## src/rtl/mem_bus_pkg.sv

```systemverilog
// Shared types and sizing helpers for the shared-memory access sequencer.
package mem_bus_pkg;

    typedef enum logic [1:0] {
        StIdle,
        StArb,
        StIssue,
        StDone
    } state_e;

    // A zero TIMEOUT still needs a 1-bit counter to keep the datapath legal.
    function automatic int unsigned cnt_width(input int unsigned timeout);
        return (timeout == 0) ? 1 : $clog2(timeout + 1);
    endfunction

    function automatic int unsigned idx_width(input int unsigned n);
        return (n > 1) ? $clog2(n) : 1;
    endfunction

endpackage

```

## src/rtl/mem_bus_mux_if.sv

```systemverilog
// Core-side, arbiter-side and memory-side signals of the access sequencer.
interface mem_bus_mux_if #(
    parameter int unsigned NUM_ENTRIES = 4,
    parameter int unsigned ADDR_WIDTH  = 32,
    parameter int unsigned DATA_WIDTH  = 32
);
    logic [NUM_ENTRIES-1:0]            core_req;
    logic [NUM_ENTRIES-1:0]            core_we;
    logic [NUM_ENTRIES*ADDR_WIDTH-1:0] core_addr;
    logic [NUM_ENTRIES*DATA_WIDTH-1:0] core_wdata;
    logic [NUM_ENTRIES-1:0]            core_done;
    logic [NUM_ENTRIES-1:0]            core_err;
    logic [DATA_WIDTH-1:0]             core_rdata;
    logic [NUM_ENTRIES-1:0]            arb_request;
    logic [NUM_ENTRIES-1:0]            core_select;
    logic                              mem_req;
    logic                              mem_we;
    logic [ADDR_WIDTH-1:0]             mem_addr;
    logic [DATA_WIDTH-1:0]             mem_wdata;
    logic                              mem_ready;
    logic [DATA_WIDTH-1:0]             mem_rdata;
    logic                              busy;

    // Sequencer side.
    modport master (
        input  core_req, core_we, core_addr, core_wdata, core_select, mem_ready, mem_rdata,
        output core_done, core_err, core_rdata, arb_request, mem_req, mem_we, mem_addr,
               mem_wdata, busy
    );

    // Cores, arbiter and memory.
    modport slave (
        output core_req, core_we, core_addr, core_wdata, core_select, mem_ready, mem_rdata,
        input  core_done, core_err, core_rdata, arb_request, mem_req, mem_we, mem_addr,
               mem_wdata, busy
    );

endinterface

```

## src/rtl/onehot_to_index.sv

```systemverilog
// Encodes a one-hot grant vector into a binary index.
module onehot_to_index
    import mem_bus_pkg::*;
#(
    parameter int unsigned NUM_ENTRIES = 4,
    parameter int unsigned IDX_WIDTH   = idx_width(NUM_ENTRIES)
) (
    input  logic [NUM_ENTRIES-1:0] onehot,
    output logic [IDX_WIDTH-1:0]   index
);

    always_comb begin
        index = '0;
        for (int unsigned i = 0; i < NUM_ENTRIES; i++) begin
            if (onehot[i]) begin
                index = index | IDX_WIDTH'(i);
            end
        end
    end

endmodule

```

## src/rtl/mem_bus_mux.sv

```systemverilog
// Sequences one core transaction at a time onto the shared memory port, using a single
// arbitration cycle per transaction and an optional ready timeout.
module mem_bus_mux
    import mem_bus_pkg::*;
#(
    parameter int unsigned NUM_ENTRIES = 4,
    parameter int unsigned ADDR_WIDTH  = 32,
    parameter int unsigned DATA_WIDTH  = 32,
    parameter int unsigned TIMEOUT     = 255
) (
    input logic           clk,
    input logic           reset_n,
    mem_bus_mux_if.master bus
);

    localparam int unsigned IdxW = idx_width(NUM_ENTRIES);
    localparam int unsigned CntW = cnt_width(TIMEOUT);
    localparam logic [CntW-1:0] CntMax = CntW'(TIMEOUT);

    state_e                 state_q, state_d;
    logic [IdxW-1:0]        sel_idx;
    logic [IdxW-1:0]        owner_q, owner_d;
    logic [CntW-1:0]        cnt_q, cnt_d;
    logic                   mem_req_q, mem_req_d;
    logic                   mem_we_q, mem_we_d;
    logic [ADDR_WIDTH-1:0]  mem_addr_q, mem_addr_d;
    logic [DATA_WIDTH-1:0]  mem_wdata_q, mem_wdata_d;
    logic [DATA_WIDTH-1:0]  rdata_q, rdata_d;
    logic [NUM_ENTRIES-1:0] done_q, done_d;
    logic [NUM_ENTRIES-1:0] err_q, err_d;
    logic [NUM_ENTRIES-1:0] owner_onehot;
    logic                   granted;

    onehot_to_index #(
        .NUM_ENTRIES(NUM_ENTRIES),
        .IDX_WIDTH  (IdxW)
    ) u_sel_idx (
        .onehot(bus.core_select),
        .index (sel_idx)
    );

    assign granted      = |(bus.core_select & bus.core_req);
    assign owner_onehot = NUM_ENTRIES'(1) << owner_q;

    always_comb begin
        state_d     = state_q;
        owner_d     = owner_q;
        cnt_d       = cnt_q;
        mem_req_d   = mem_req_q;
        mem_we_d    = mem_we_q;
        mem_addr_d  = mem_addr_q;
        mem_wdata_d = mem_wdata_q;
        rdata_d     = rdata_q;
        done_d      = '0;
        err_d       = '0;
        unique case (state_q)
            StIdle: begin
                if (|bus.core_req) state_d = StArb;
            end
            StArb: begin
                // A winner that has already withdrawn is dropped without touching memory.
                if (granted) begin
                    owner_d     = sel_idx;
                    mem_we_d    = bus.core_we[sel_idx];
                    mem_addr_d  = bus.core_addr[sel_idx*ADDR_WIDTH +: ADDR_WIDTH];
                    mem_wdata_d = bus.core_wdata[sel_idx*DATA_WIDTH +: DATA_WIDTH];
                    mem_req_d   = 1'b1;
                    cnt_d       = '0;
                    state_d     = StIssue;
                end else begin
                    state_d = StIdle;
                end
            end
            StIssue: begin
                if (bus.mem_ready) begin
                    rdata_d   = bus.mem_rdata;
                    done_d    = owner_onehot;
                    mem_req_d = 1'b0;
                    state_d   = StDone;
                end else if ((TIMEOUT != 0) && (cnt_q == CntMax)) begin
                    done_d    = owner_onehot;
                    err_d     = owner_onehot;
                    mem_req_d = 1'b0;
                    state_d   = StDone;
                end else if (cnt_q != '1) begin
                    cnt_d = cnt_q + 1'b1;
                end
            end
            StDone: begin
                state_d = StIdle;
            end
            default: begin
                state_d = StIdle;
            end
        endcase
    end

    always_ff @(posedge clk or negedge reset_n) begin
        if (!reset_n) begin
            state_q     <= StIdle;
            owner_q     <= '0;
            cnt_q       <= '0;
            mem_req_q   <= 1'b0;
            mem_we_q    <= 1'b0;
            mem_addr_q  <= '0;
            mem_wdata_q <= '0;
            rdata_q     <= '0;
            done_q      <= '0;
            err_q       <= '0;
        end else begin
            state_q     <= state_d;
            owner_q     <= owner_d;
            cnt_q       <= cnt_d;
            mem_req_q   <= mem_req_d;
            mem_we_q    <= mem_we_d;
            mem_addr_q  <= mem_addr_d;
            mem_wdata_q <= mem_wdata_d;
            rdata_q     <= rdata_d;
            done_q      <= done_d;
            err_q       <= err_d;
        end
    end

    // Gated by reset_n so the request vector is zero while reset is held.
    assign bus.arb_request = ((state_q == StIdle) && reset_n) ? bus.core_req : '0;
    assign bus.busy        = (state_q != StIdle);
    assign bus.mem_req     = mem_req_q;
    assign bus.mem_we      = mem_we_q;
    assign bus.mem_addr    = mem_addr_q;
    assign bus.mem_wdata   = mem_wdata_q;
    assign bus.core_rdata  = rdata_q;
    assign bus.core_done   = done_q;
    assign bus.core_err    = err_q;

endmodule

```

## src/flat_wrapper.sv

```systemverilog
// flat-port wrapper written by rule: the top's interface ports become plain ports
module mem_bus_mux_flat import mem_bus_pkg::*;
#(
    parameter int unsigned NUM_ENTRIES = 4,
    parameter int unsigned ADDR_WIDTH  = 32,
    parameter int unsigned DATA_WIDTH  = 32,
    parameter int unsigned TIMEOUT     = 255
)
  (clk, reset_n, bus_core_req, bus_core_we, bus_core_addr, bus_core_wdata, bus_core_select, bus_mem_ready, bus_mem_rdata, bus_core_done, bus_core_err, bus_core_rdata, bus_arb_request, bus_mem_req, bus_mem_we, bus_mem_addr, bus_mem_wdata, bus_busy);
  mem_bus_mux_if #(.NUM_ENTRIES(NUM_ENTRIES), .ADDR_WIDTH(ADDR_WIDTH), .DATA_WIDTH(DATA_WIDTH)) bus_i ();
  input logic clk;
  input logic reset_n;
  input wire logic [$bits(bus_i.core_req)-1:0] bus_core_req;
  input wire logic [$bits(bus_i.core_we)-1:0] bus_core_we;
  input wire logic [$bits(bus_i.core_addr)-1:0] bus_core_addr;
  input wire logic [$bits(bus_i.core_wdata)-1:0] bus_core_wdata;
  input wire logic [$bits(bus_i.core_select)-1:0] bus_core_select;
  input wire logic [$bits(bus_i.mem_ready)-1:0] bus_mem_ready;
  input wire logic [$bits(bus_i.mem_rdata)-1:0] bus_mem_rdata;
  output wire logic [$bits(bus_i.core_done)-1:0] bus_core_done;
  output wire logic [$bits(bus_i.core_err)-1:0] bus_core_err;
  output wire logic [$bits(bus_i.core_rdata)-1:0] bus_core_rdata;
  output wire logic [$bits(bus_i.arb_request)-1:0] bus_arb_request;
  output wire logic [$bits(bus_i.mem_req)-1:0] bus_mem_req;
  output wire logic [$bits(bus_i.mem_we)-1:0] bus_mem_we;
  output wire logic [$bits(bus_i.mem_addr)-1:0] bus_mem_addr;
  output wire logic [$bits(bus_i.mem_wdata)-1:0] bus_mem_wdata;
  output wire logic [$bits(bus_i.busy)-1:0] bus_busy;
  assign bus_i.core_req = bus_core_req;
  assign bus_i.core_we = bus_core_we;
  assign bus_i.core_addr = bus_core_addr;
  assign bus_i.core_wdata = bus_core_wdata;
  assign bus_i.core_select = bus_core_select;
  assign bus_i.mem_ready = bus_mem_ready;
  assign bus_i.mem_rdata = bus_mem_rdata;
  assign bus_core_done = bus_i.core_done;
  assign bus_core_err = bus_i.core_err;
  assign bus_core_rdata = bus_i.core_rdata;
  assign bus_arb_request = bus_i.arb_request;
  assign bus_mem_req = bus_i.mem_req;
  assign bus_mem_we = bus_i.mem_we;
  assign bus_mem_addr = bus_i.mem_addr;
  assign bus_mem_wdata = bus_i.mem_wdata;
  assign bus_busy = bus_i.busy;
  mem_bus_mux #(.NUM_ENTRIES(NUM_ENTRIES), .ADDR_WIDTH(ADDR_WIDTH), .DATA_WIDTH(DATA_WIDTH), .TIMEOUT(TIMEOUT)) u_core (.clk(clk), .reset_n(reset_n), .bus(bus_i));
endmodule
```

## config.mk

```make
export PLATFORM = sky130hd
export DESIGN_NAME = mem_bus_mux_flat
export DESIGN_NICKNAME = d
export VERILOG_FILES = /design/src/rtl/mem_bus_pkg.sv /design/src/rtl/mem_bus_mux_if.sv /design/src/rtl/onehot_to_index.sv /design/src/rtl/mem_bus_mux.sv /design/src/flat_wrapper.sv
export SDC_FILE = /design/constraint.sdc
export NUM_CORES = 1
export LEC_CHECK = 0
export CAP_MARGIN = 20
export CORE_AREA = 5 5 159 161
export DETAILED_ROUTE_END_ITERATION = 7
export DIE_AREA = 0 0 164 166
export SYNTH_ARGS = -nofsm -noshare
export SYNTH_HDL_FRONTEND = slang
export SYNTH_SLANG_ARGS = --single-unit
```

## constraint.sdc

```tcl
create_clock -name clk -period 5.7 [get_ports clk]
set_clock_uncertainty 0.2 [all_clocks]
set_input_delay 0.855 -clock clk [delete_from_list [all_inputs] [get_ports clk]]
set_output_delay 0.855 -clock clk [all_outputs]
set_load 0.01 [all_outputs]
```

==> flow_summary.ini <==
[route]
route.vias.total = 6280
dr.pass1.iters = 4
wirelength_mm = 24.7
ant_nets = 0
drt_iter0_drc = 234
wl_per_cell_um = 17.5
vias_per_cell = 4.46
drcViolationCount = 0

[clocking]
cts_made_buffers = 17
cts-htree-levels = 4
clk_path_buf_depth = 2
cts.reportedPaths.clkPinSlew_ns = 0.05
cts_post_setup_buffers_inserted = 0
clockRootBuffer = clkbuf_16
clkSinkCount = 118
ctsResizeCount = 0
cts_tree = done
hold_buffers = 0
clk_latency_ns = 0.41

[global_routing]
overflow = 0
grt_pass1_wl_mm = 36.8
grt_pass1_vias = 6425
antenna_found_initial = 0
grt_max_degree = 81
grt_usage = 0.175

[floorplan]
fp-row-count = 57
die_w_um = 164
dieArea_um2 = 27200
core-area_um2 = 23800
io_pins = 414
dieHeight_um = 166
start_util = 0.281

[power]
p_int_mw = 2.95
power_frac_clock = 0.237
totalPowerFinal_mw = 4.41
switchingPower_mw = 1.46
peakVddDrop_uv = 166
power_density_nw_per_um2 = 379
power_frac_seq = 0.317
leakage_nw = 4.77
combPwrFrac = 0.446
swShare = 0.331

[synth]
avgSynthCellArea_um2 = 9.84
synth-seq-cells = 118
syn_area_um2 = 6700
synth_mux_area_frac = 0.261
synthCells = 681
yosys_warnings = 0
syn_nets = 988
synth_compound_area_frac = 0.134
synth-simple-area-share = 0.111
synth_top_family_by_area = multiplexers
ys_seq_area_frac = 0.440
synthAdderAreaFrac = 0.00747
ys_types = 41
synth_xor_area_frac = 0

[job]
max-cap-violations = 0

[placed_design]
place.gp.congestion = 0.793
hpwl_mm = 19.4
numPortBuffers = 413

[sta]
finalSetupViolCount = 0
fin_setup_tns_ns = 0
rsz0062_at_grt = false
max_freq_mhz = 291
period_share = 0.602
finalCriticalPeriod_ns = 3.43
drv_slew = 0
worst-slew-pin-transition_ns = 0.965
finalHoldViolCount = 0
max_slew_margin = 0.355
hold_slack_ns = 0.274

[setup_path]
critPathArrivalTime_ns = 2.38
end_kind = output port
crit_type = in -> out
required_ns = 4.64
rr_startpoint = u_core.state_q[0]$_DFFE_PN0P_
cp-startpoint = reset_n
start_kind = primary input
crit_fanout = 72

[worst_hold_path]
hp-start = u_core.bus.mem_addr[15]$_DFFE_PN0P_
hp-class = reg -> reg

[layout]
drive_above_1_share = 0.134
n_antenna_cell = 0
area_delta_synth_final_pct = 73.3
fill_cells = 2340
nets = 1379

[status]
status = finished clean
[cells in the final DEF, fill, tap and decap left out, drive strengths merged, types with 2 or more instances in the layout]
cell type | Yosys | layout
nor2b | 4 | 4
a22o | 2 | 2
clkbuf | 19 | 20
mux2 | 97 | 97
inv | 6 | 7
o221ai | 3 | 3
clkinvlp | 0 | 2
nor3 | 2 | 2
nand2 | 144 | 144
clkinv | 0 | 6
a21oi | 2 | 2
bufinv | 0 | 2
ha | 4 | 4
nor2 | 8 | 8
nand3 | 6 | 6
nand3b | 3 | 3
o311ai | 2 | 2
buf | 31 | 11
clkdlybuf4s50 | 0 | 411
dfrtp | 118 | 118
o21ai | 143 | 143
nand2b | 4 | 4
o31ai | 2 | 2
mux2i | 66 | 66
and3 | 4 | 4
[per-stage QoR]
stage / setup slack (ns) / area [um2] / utilization / instances
3_5_place_dp: 2.11 / 11100 / 0.464 / 1377
3_3_place_gp: 2.16 / 11100 / 0.464 / 1377
2_1_floorplan: 3.42 / 6700 / - / 681
6_report: 2.27 / 11600 / 0.488 / 1408
4_1_cts: 2.21 / 11600 / 0.488 / 1408
5_1_grt: 2.05 / 11600 / 0.488 / 1408
[power groups by stage]
stage / logic, mW / clock network, mW / registers (mW)
final: 1.97 / 1.04 / 1.40
after detailed placement: 2.01 / 0 / 1.42
after CTS: 2.01 / 1.08 / 1.40
after floorplan: 0.694 / 0 / 1.56
after global routing: 2.14 / 1.12 / 1.45
after global placement: 1.99 / 0 / 1.40
[per-layer routing]
layer  part of all wire  GRT usage  vias to the layer above
met5                  0          0                        -
met4              0.017     0.0536                        0
met3              0.094     0.0588                       22
met2               0.48      0.300                      263
met1               0.41      0.206                     2817
li1                   -          -                     3178
[critical path, cell delays in order]
cell	delay [ns]
buf_4	0.66
and3_1	0.27
clkdlybuf4s50_1	0.53
[kinds of logic after synthesis]
logic type      Yosys count
simple gates            180
mux                     163
compound gates          160
flops                   118
buf+inv                  56
fa+ha+maj                 4
[path summary, 6_finish.rpt]
check / end / slack (ns) / depth (start not counted)
max in group asynchronous: u_core.bus.mem_wdata[25]$_DFFE_PN0P_ / 3.66 / 2
worst max-delay path: bus_arb_request[2] / 2.27 / 3
worst max register to register: u_core.cnt_q[6]$_DFFE_PN0P_ / 2.90 / 6
worst min register to register: u_core.bus.mem_addr[15]$_DFFE_PN0P_ / 0.27 / 2
worst min-delay path: u_core.bus.mem_addr[15]$_DFFE_PN0P_ / 0.27 / 2
min in group asynchronous: u_core.bus.mem_wdata[0]$_DFFE_PN0P_ / 0.37 / 1
[cell usage after synthesis, drive strengths merged]
master  count  area [um2]
nor3        2        10.0
nor3b       1        7.51
nor2b       4        25.0
nand4       1        6.26
o211ai      1        7.51
inv         6        22.5
buf        31         208
o311ai      2        32.5
o21ai     143         727
nand2     144         541
o31ai       2        33.8
and3        4        25.0
or2         1        6.26
ha          4        50.1
nor4        1        6.26
a21oi       2        10.0
nand3b      3        22.5
mux2i      66         661
o31a        1        8.76
nand2b      4        25.0
nor2        8        30.0
nand3       6        35.0
a22o        2        18.8
clkbuf     19        72.6
or4         1        7.51
a211o       1        8.76
dfrtp     118        2950
o22a        1        8.76
o221ai      3        26.3
a21o        1        7.51
mux2       97        1090
o32ai       1        8.76
[registers in the layout (all words and copies together), names as in the netlist, named ones only]
| register | count |
|---|---|
| u_core.bus.core_done | 4 |
| u_core.bus.core_err | 4 |
| u_core.bus.core_rdata | 32 |
| u_core.bus.mem_addr | 32 |
| u_core.bus.mem_req | 1 |
| u_core.bus.mem_wdata | 32 |
| u_core.bus.mem_we | 1 |
| u_core.cnt_q | 8 |
| u_core.owner_q | 2 |
| u_core.state_q | 1 |
[area by class of cell]
cell class                 instances  area, um2  area share
timing repair buffer             422       4210       0.362
sequential                       118       2950       0.254
inverter                           6       22.5     0.00194
tap                              324        405      0.0349
clock buffer                      20        437      0.0376
multi-input combinational        507       3460       0.298
clock inverter                    11        129      0.0111
(Power assumes the default switching activity.)
